==> src/rtl/mem_stage.sv <==
// rtl/mem_stage.sv - memory pipeline stage between EX/MB and writeback
//
// Turns the instruction held in the EX/MB register into at most one data
// memory access, or passes non-memory results straight to writeback.
// Handles alignment checking, store lane masking and replication, load lane
// extraction with sign/zero extension, access timeout and trap reporting.
//
// Ports
//   clk, rst_n            clock, asynchronous active-low reset
//   ex_mb__*              instruction from the EX/MB register
//   dmem_req/we/addr/     data memory request; held stable while BUSY
//   wmask/wdata
//   dmem_ack/rdata        data memory response (rdata valid with ack only)
//   mb_stall              hold the EX/MB register upstream
//   mb_wb__*              writeback pulse, destination and data
//   mb_if__trap_taken     one-cycle trap pulse
//   mb_ex__trap_src       trap cause (4/6 misaligned, 5/7 access fault)
//   mb_ex__dmem_addr      faulting address
//   mb_ex__instret        one-cycle retire pulse
module mem_stage #(
  parameter int unsigned TIMEOUT_CYCLES = 255
) (
  input  logic        clk,
  input  logic        rst_n,
  input  logic        ex_mb__valid,
  input  logic [31:0] ex_mb__alu_y,
  input  logic [31:0] ex_mb__rs2_rdata,
  input  logic        ex_mb__mem_read,
  input  logic        ex_mb__mem_write,
  input  logic [2:0]  ex_mb__mem_funct3,
  input  logic [4:0]  ex_mb__rd_addr,
  input  logic        ex_mb__rd_wen,
  output logic        dmem_req,
  output logic        dmem_we,
  output logic [31:0] dmem_addr,
  output logic [3:0]  dmem_wmask,
  output logic [31:0] dmem_wdata,
  input  logic        dmem_ack,
  input  logic [31:0] dmem_rdata,
  output logic        mb_stall,
  output logic        mb_wb__valid,
  output logic        mb_wb__rd_wen,
  output logic [4:0]  mb_wb__rd_addr,
  output logic [31:0] mb_wb__rd_wdata,
  output logic        mb_if__trap_taken,
  output logic [4:0]  mb_ex__trap_src,
  output logic [31:0] mb_ex__dmem_addr,
  output logic        mb_ex__instret
);

  localparam logic [0:0] S_IDLE = 1'b0;
  localparam logic [0:0] S_BUSY = 1'b1;

  localparam logic [7:0] TMO_LAST = 8'(TIMEOUT_CYCLES - 1);

  localparam logic [4:0] CAUSE_LD_MISALIGN = 5'd4;
  localparam logic [4:0] CAUSE_LD_FAULT    = 5'd5;
  localparam logic [4:0] CAUSE_ST_MISALIGN = 5'd6;
  localparam logic [4:0] CAUSE_ST_FAULT    = 5'd7;

  logic [0:0]  state;
  logic [7:0]  tmo_cnt;
  logic [2:0]  lat_funct3;
  logic [31:0] lat_addr;
  logic        lat_load;
  logic [4:0]  lat_rd_addr;
  logic        lat_rd_wen;

  logic        accept;
  logic        is_mem;
  logic        size_b;
  logic        size_h;
  logic        misaligned;
  logic        start_access;
  logic [3:0]  st_wmask;
  logic [31:0] st_wdata;
  logic [31:0] ld_shifted;
  logic [31:0] ld_data;

  // The instruction sitting in EX/MB during a trap pulse is flushed.
  assign accept = ex_mb__valid & ~mb_if__trap_taken;
  assign is_mem = ex_mb__mem_read | ex_mb__mem_write;

  // Reserved funct3 encodings fall through to word size.
  assign size_b = (ex_mb__mem_funct3 == 3'b000) | (ex_mb__mem_funct3 == 3'b100);
  assign size_h = (ex_mb__mem_funct3 == 3'b001) | (ex_mb__mem_funct3 == 3'b101);

  always_comb begin
    misaligned = 1'b0;
    if (size_h) begin
      misaligned = ex_mb__alu_y[0];
    end else if (!size_b) begin
      misaligned = |ex_mb__alu_y[1:0];
    end
  end

  assign start_access = (state == S_IDLE) & accept & is_mem & ~misaligned;

  always_comb begin
    mb_stall = 1'b0;
    if (state == S_IDLE) begin
      mb_stall = start_access;
    end else begin
      mb_stall = ~dmem_ack;
    end
  end

  // Store lanes: byte/half data is replicated so the memory can pick the
  // lane selected by the mask without any further shifting.
  always_comb begin
    st_wmask = 4'b1111;
    st_wdata = ex_mb__rs2_rdata;
    if (size_b) begin
      st_wmask = 4'b0001 << ex_mb__alu_y[1:0];
      st_wdata = {4{ex_mb__rs2_rdata[7:0]}};
    end else if (size_h) begin
      st_wmask = 4'b0011 << ex_mb__alu_y[1:0];
      st_wdata = {2{ex_mb__rs2_rdata[15:0]}};
    end
  end

  // Load lane extraction uses the byte offset latched at access start.
  assign ld_shifted = dmem_rdata >> {lat_addr[1:0], 3'b000};

  always_comb begin
    ld_data = dmem_rdata;
    case (lat_funct3)
      3'b000:  ld_data = {{24{ld_shifted[7]}}, ld_shifted[7:0]};
      3'b100:  ld_data = {24'h000000, ld_shifted[7:0]};
      3'b001:  ld_data = {{16{ld_shifted[15]}}, ld_shifted[15:0]};
      3'b101:  ld_data = {16'h0000, ld_shifted[15:0]};
      default: ld_data = dmem_rdata;
    endcase
  end

  always_ff @(posedge clk or negedge rst_n) begin
    if (!rst_n) begin
      state             <= S_IDLE;
      tmo_cnt           <= 8'd0;
      lat_funct3        <= 3'b000;
      lat_addr          <= 32'd0;
      lat_load          <= 1'b0;
      lat_rd_addr       <= 5'd0;
      lat_rd_wen        <= 1'b0;
      dmem_req          <= 1'b0;
      dmem_we           <= 1'b0;
      dmem_addr         <= 32'd0;
      dmem_wmask        <= 4'b0000;
      dmem_wdata        <= 32'd0;
      mb_wb__valid      <= 1'b0;
      mb_wb__rd_wen     <= 1'b0;
      mb_wb__rd_addr    <= 5'd0;
      mb_wb__rd_wdata   <= 32'd0;
      mb_if__trap_taken <= 1'b0;
      mb_ex__trap_src   <= 5'd0;
      mb_ex__dmem_addr  <= 32'd0;
      mb_ex__instret    <= 1'b0;
    end else begin
      // Pulse outputs default low; destination write enable only accompanies
      // a writeback pulse.
      mb_wb__valid      <= 1'b0;
      mb_wb__rd_wen     <= 1'b0;
      mb_if__trap_taken <= 1'b0;
      mb_ex__instret    <= 1'b0;

      case (state)
        S_IDLE: begin
          if (accept) begin
            if (!is_mem) begin
              mb_wb__valid    <= 1'b1;
              mb_wb__rd_wen   <= ex_mb__rd_wen;
              mb_wb__rd_addr  <= ex_mb__rd_addr;
              mb_wb__rd_wdata <= ex_mb__alu_y;
              mb_ex__instret  <= 1'b1;
            end else if (misaligned) begin
              mb_if__trap_taken <= 1'b1;
              mb_ex__trap_src   <= ex_mb__mem_write ? CAUSE_ST_MISALIGN : CAUSE_LD_MISALIGN;
              mb_ex__dmem_addr  <= ex_mb__alu_y;
            end else begin
              state       <= S_BUSY;
              tmo_cnt     <= 8'd0;
              dmem_req    <= 1'b1;
              dmem_we     <= ex_mb__mem_write;
              dmem_addr   <= {ex_mb__alu_y[31:2], 2'b00};
              dmem_wmask  <= st_wmask;
              dmem_wdata  <= st_wdata;
              lat_funct3  <= ex_mb__mem_funct3;
              lat_addr    <= ex_mb__alu_y;
              lat_load    <= ~ex_mb__mem_write;
              lat_rd_addr <= ex_mb__rd_addr;
              lat_rd_wen  <= ex_mb__rd_wen;
            end
          end
        end

        S_BUSY: begin
          // Ack is checked first so an ack arriving on the last timeout
          // cycle still retires normally.
          if (dmem_ack) begin
            state          <= S_IDLE;
            dmem_req       <= 1'b0;
            mb_wb__valid   <= 1'b1;
            mb_wb__rd_addr <= lat_rd_addr;
            mb_ex__instret <= 1'b1;
            if (lat_load) begin
              mb_wb__rd_wen   <= lat_rd_wen;
              mb_wb__rd_wdata <= ld_data;
            end
          end else if (tmo_cnt == TMO_LAST) begin
            state             <= S_IDLE;
            dmem_req          <= 1'b0;
            mb_if__trap_taken <= 1'b1;
            mb_ex__trap_src   <= lat_load ? CAUSE_LD_FAULT : CAUSE_ST_FAULT;
            mb_ex__dmem_addr  <= lat_addr;
          end else begin
            tmo_cnt <= tmo_cnt + 8'd1;
          end
        end

        default: begin
          state    <= S_IDLE;
          dmem_req <= 1'b0;
        end
      endcase
    end
  end

endmodule

==> config.mk <==
export PLATFORM = sky130hd
export DESIGN_NAME = mem_stage
export DESIGN_NICKNAME = d
export VERILOG_FILES = /design/src/rtl/mem_stage.sv
export SDC_FILE = /design/constraint.sdc
export NUM_CORES = 1
export LEC_CHECK = 0
export ABC_AREA = 1
export CAP_MARGIN = 0
export CORE_UTILIZATION = 52
export CTS_BUF_LIST = sky130_fd_sc_hd__clkbuf_4 sky130_fd_sc_hd__clkbuf_8
export CTS_CLUSTER_DIAMETER = 40
export CTS_CLUSTER_SIZE = 20
export DETAILED_ROUTE_END_ITERATION = 8
export PLACE_DENSITY = 0.95
export SYNTH_ARGS = -nofsm -noshare
export SYNTH_HDL_FRONTEND = slang
export SYNTH_SLANG_ARGS = --single-unit
==> constraint.sdc <==
create_clock -name clk -period 4.31 [get_ports clk]
set_clock_uncertainty 0.1 [all_clocks]
set_input_delay 0.862 -clock clk [delete_from_list [all_inputs] [get_ports clk]]
set_output_delay 0.862 -clock clk [all_outputs]
set_load 0.05 [all_outputs]
# Yosys cells after proc, flatten, opt, wreduce, memory -nomap -nowiden
# Index checks and enable logic that the tools add are counted.
[word_totals]
mem_bits_ro = 0
register_bits = 196
latchBits = 0
input_bits = 111
out_inout_bits = 149
elab_cells = 126
memories = 0
mem_bits_rw = 0
[op_classes]
n_reduce_logical = 9
shift = 3
n_eq_ne = 18
n_div = 0
n_lt_le_gt_ge = 0
addsub = 1
multipliers = 0
bitwise_logic = 12
muxes = 64
[ops]
columns = ["cell", "n"]
rows = [
  ["32-bit two-way mux", 11],
  ["32-bit case mux with 2 select lines", 2],
  ["32-bit case mux with 4 select lines", 1],
  ["5-bit two-way mux", 8],
  ["8-bit two-way mux", 5],
  ["32-bit by 5-bit >> shifter with 16-bit output", 1],
  ["1-bit two-way mux", 25],
  ["5-bit case mux with 2 select lines", 2],
  ["2-bit != test, second input constant", 8],
  ["8-bit case mux with 2 select lines", 1],
  ["3-bit equality test, second input constant", 4],
  ["4-bit AND reduction", 3],
  ["1-bit case mux with 2 select lines", 5],
  ["5-bit AND reduction", 2],
  ["8-bit by 1-bit adder with 8-bit output, second input constant", 1],
  ["8-bit equality test, second input constant", 1],
  ["4-bit two-way mux", 2],
  ["3-bit by 1-bit equality test with 1-bit output, second input constant", 2],
  ["3-bit zero test", 2],
  ["1-bit inverter", 5],
  ["1-bit AND", 4],
  ["2-bit two-way mux", 2],
  ["2-bit by 1-bit != test with 1-bit output, second input constant", 2],
  ["1-bit by 2-bit left shift with 4-bit output, first input constant", 1],
  ["other kinds (5)", 7],
]

# Logic depth before layout (Yosys ltp)
[logic_depth]
word_depth = 8
depth_mapped = 11
depth_no_buf = 10

# Worst setup path after synthesis
# Ideal clock, no wire load.
[synth_path]
path_type = "input to output"
startpoint = "input port ex_mb__alu_y[0]"
endpoint = "output port mb_stall"
path_slack_ps = 1136
stages = 8
t_required_ps = 3348
arrival_ps = 2212
path_buffers = 2
cell_sequence = "inv_1 ha_1 o21ai_4 inv_2 nand2_2 buf_6 buf_6 o21ai_0"
[synth_via]
elab_chain_len = 6
[synth_lines]
columns = ["element", "line", "source"]
rows = [
  ["start: declaration", "26", "input logic [31:0] ex_mb__alu_y,"],
  ["2-bit OR reduction", "93", "misaligned = |ex_mb__alu_y[1:0];"],
  ["1-bit two-way mux", "92", "end else if (!size_b) begin"],
  ["1-bit two-way mux (*)", "90", "if (size_h) begin"],
  ["1-bit inverter (no source line) (*)", "n/a", ""],
  ["1-bit AND (*)", "97", "assign start_access = (state == S_IDLE) & accept & is_mem & ~misaligned;"],
  ["1-bit two-way mux (*)", "101", "if (state == S_IDLE) begin"],
  ["end: declaration", "40", "output logic mb_stall,"],
]
# Mark *: on every way between the ends. The rest lies on a longest branch, timed or not.

# Worst setup path in the final report
[layout_path]
startpoint = "input port ex_mb__mem_funct3[1]"
endpoint = "output port mb_stall"
[layout_via]
elab_chain_len = 7
elab_cells_between_ends = 11
cone_classes = "eq/ne (3); mux (3); bitwise (4); reduce/logical (1)"
[layout_lines]
columns = ["element", "line", "source"]
rows = [
  ["start: declaration", "30", "input logic [2:0] ex_mb__mem_funct3,"],
  ["3-bit equality test or 3-bit zero test (tied branches)", "85", "assign size_b = (ex_mb__mem_funct3 == 3'b000) | (ex_mb__mem_funct3 == 3'b100);"],
  ["1-bit OR", "85", ""],
  ["1-bit two-way mux", "92", ""],
  ["1-bit two-way mux (*)", "90", ""],
  ["1-bit inverter (no source line) (*)", "n/a", ""],
  ["1-bit AND (*)", "97", ""],
  ["1-bit two-way mux (*)", "101", ""],
]
# Marked as above.

==> summary.txt <==
GRT
  • First-pass GRT wire length: 39100 microns
  • Largest net degree at the start of global routing: 90
  • Antenna violations before repair: 0
  • Vias in the first global route: 7720
  • Global route overflow: 0
  • Tot GR Track Use: 0.305

Outcome
  • Result of the run: complete, no violations

Synthesis
  • Synthesis Warnings: 0
  • Post-synthesis sequential area ratio: 0.487
  • Syn avg cell area: 7.66 sq um
  • Number of synthesized flops with an enable pin: 0
  • Ys flop type: dfrtp_1
  • Cells after Synth: 1101
  • Synthesized flop and latch total: 164
  • Asr flop ratio synth: 1.00
  • Synth Cell Area: 0.00843 sq mm
  • Yosys cell types: 33

Power and ir drop
  • Post-layout total power: 7.58 mW
  • Pwr per Cell Area: 676 mW/mm^2
  • Leak: 5.20 nW
  • VDD IR-drop max: 0.311 mV

Hold path
  • Hold crit path type: primary input to async pin

Drt
  • Average wire per standard cell: 16.6 microns
  • Via-to-Cell Ratio: 5.47
  • DRC: 0
  • First drt pass iteration count: 6
  • Drt total wl: 25200 microns
  • Initial DRC Count: 726
  • ANT nets after route: 0
  • Routed via count: 8296

Die
  • Die area: 0.0167 sq mm
  • Starting Density: 0.531
  • Core footprint: 0.0159 sq mm
  • Top-Level Pins: 260
  • Die extent in y: 129 microns
  • Chip width: 129 microns
  • Row count: 46

Cells and area
  • Final nets: 1405
  • Layout cells sized above 1: 0.0500
  • Fillers: 1233
  • P&R area growth vs syn: 33.0%

Clock tree
  • CTS clk-pin slew, worst paths: 0.09 ns
  • # hold bufs at CTS: 0
  • H-tree levels: 4
  • Clk buf depth: 2
  • Setup bufs post-CTS: 0
  • Post-cts resize count: 0
  • Clk_lat worst skew: 0.46 ns
  • TritonCTS buffer count: 17
  • CTS root buf: clkbuf_8
  • CTS sink count: 164
  • CTS tree: yes

STA
  • TNS Setup: 0 ns
  • Slew HR: 0.415
  • Min Tclk post-route: 3.57 ns
  • Setup violators final: 0
  • Max-slew violation count: 0
  • Fin crit share: 0.827
  • Worst-Margin Slew: 0.877 ns
  • Unrepaired setup endpoints after global routing: false
  • Max Clock Freq: 0.280 GHz
  • Final Hold Vio Count: 0

Run
  • Max Cap Violations: 0

Placed design
  • DPL Wire Length: 17800 microns
  • Placer Congestion: 0.953
  • IO buf count: 255

Critical path
  • CP cell instances: clkdlybuf4s50_1, nor2_4, nand2_1, o21ai_4, inv_2, nand2_2, o21ai_0, buf_4
  • Crit end category: primary output
  • Critical Path AT: 2.60 ns
  • CP required: 3.35 ns
  • Critical path class: primary input to primary output
  • Crit start category: primary input
  • CP max FO: 12
  • Worst path slowest cell: clkdlybuf4s50_1
  • Worst stage delay on the critical path: 0.68 ns
cells by family (layout without fill, tap and decap cells):
kind of cell	after synthesis	after routing	share of synthesized area
XOR/XNOR	3	3	0.00312
flip-flops	164	164	0.487
other	1	5	0.000445
buffers and inverters	166	362	0.104
AND/OR/NAND/NOR	568	568	0.274
adder cells (fa/ha/maj)	6	6	0.00890
AO/OA/AOI/OAI	193	193	0.123
metrics by stage:
stage	hold WS, ns	area [sq um]	utilization	std cells	setup slack [ns]
2_1_floorplan	0.342	8440	-	1104	1.14
3_3_place_gp	0.353	10800	0.677	1485	0.793
3_5_place_dp	0.358	10800	0.677	1485	0.743
4_1_cts	0.378	11200	0.706	1516	0.741
5_1_grt	0.405	11200	0.706	1516	0.603
6_report	0.331	11200	0.706	1517	0.744
area by class of cell:
class	count	area [sq um]	share of cell area
multi-input cells	774	3460	0.309
inverters	66	251	0.0224
clock buffers	19	255	0.0228
clock inverters	12	200	0.0179
diodes	1	2.50	0.000223
well taps	216	270	0.0241
flip-flops and latches	164	4100	0.366
repair buffers	265	2660	0.238
layout by cell type (no fill, tap or decap), types with 8 or more instances in the layout:
master           synthesis  layout
a21oi_1                 77      77
o21ai_0                 78      78
buf_4                   40       8
nor2_1                  71      71
nand2_1                395     395
a31oi_1                 15      15
clkdlybuf4s50_1          0     253
nand3_1                 81      81
inv_1                   59      58
dfrtp_1                164     164
clkbuf_8                 0      18
state kept, by name, summed over array words and instances, names as in the netlist, 3 cells and up:
register          flops
lat_funct3            3
lat_addr             31
mb_ex__dmem_addr     32
mb_wb__rd_addr        5
mb_ex__trap_src       3
mb_wb__rd_wdata      32
tmo_cnt               8
lat_rd_addr           5
dmem_wdata           32
dmem_wmask            4
Yosys cell counts, types with 2 or more instances:
cell type / number / area (sq um)
nand2_1: 395 / 1480
dfrtp_1: 164 / 4100
nand3_1: 81 / 405
o21ai_0: 78 / 390
a21oi_1: 77 / 385
nor2_1: 71 / 267
inv_1: 59 / 221
buf_4: 40 / 300
buf_2: 26 / 130
clkbuf_1: 18 / 67.6
a31oi_1: 15 / 93.8
buf_6: 9 / 101
buf_1: 7 / 26.3
ha_1: 6 / 75.1
inv_2: 6 / 22.5
nand4_1: 6 / 37.5
o21ai_1: 6 / 30.0
o2111ai_1: 5 / 43.8
o21a_1: 4 / 30.0
o22ai_1: 4 / 25.0
nand2_2: 3 / 18.8
o211ai_1: 3 / 22.5
or2_2: 3 / 18.8
xor2_1: 3 / 26.3
nand2_4: 2 / 22.5
nor2_4: 2 / 22.5
nor3_1: 2 / 10.0
critical path, delay by kind of cell:
kind | cells | cell delay, ns
buffers and inverters | 3 | 0.93
and+or+nand+nor | 3 | 0.58
AOI/OAI and AO/OA | 2 | 0.22
power breakdown:
| group | leakage (nW) | total [mW] | internal [mW] | switching (mW) |
|---|---|---|---|---|
| clock network | 0.234 | 1.29 | 0.712 | 0.580 |
| logic | 2.99 | 3.88 | 1.24 | 2.65 |
| registers | 1.98 | 2.40 | 2.04 | 0.365 |
path summary, 6_finish.rpt:
kind	start	endpoint	slack (ns)	cells past startpoint
min in group clk	mb_ex__dmem_addr[28]	mb_ex__dmem_addr[28]	0.38	2
setup / recovery	ex_mb__mem_funct3[1]	mb_stall	0.74	8
setup reg to reg	state	mb_ex__trap_src[0]	1.72	7
max in group asynchronous	rst_n	mb_wb__rd_addr[1]	2.88	2
hold / removal	rst_n	lat_addr[4]	0.33	1
hold reg to reg	mb_ex__dmem_addr[28]	mb_ex__dmem_addr[28]	0.38	2
routing by layer:
layer / GRT usage / vias up / wire (microns)
met5: 0 / - / 0
li1: - / 3883 / -
met1: 0.376 / 3892 / 9870
met4: 0.133 / 0 / 852
met2: 0.502 / 454 / 11900
met3: 0.0867 / 67 / 2530
No activity file was read; power rests on OpenSTA's default activity.
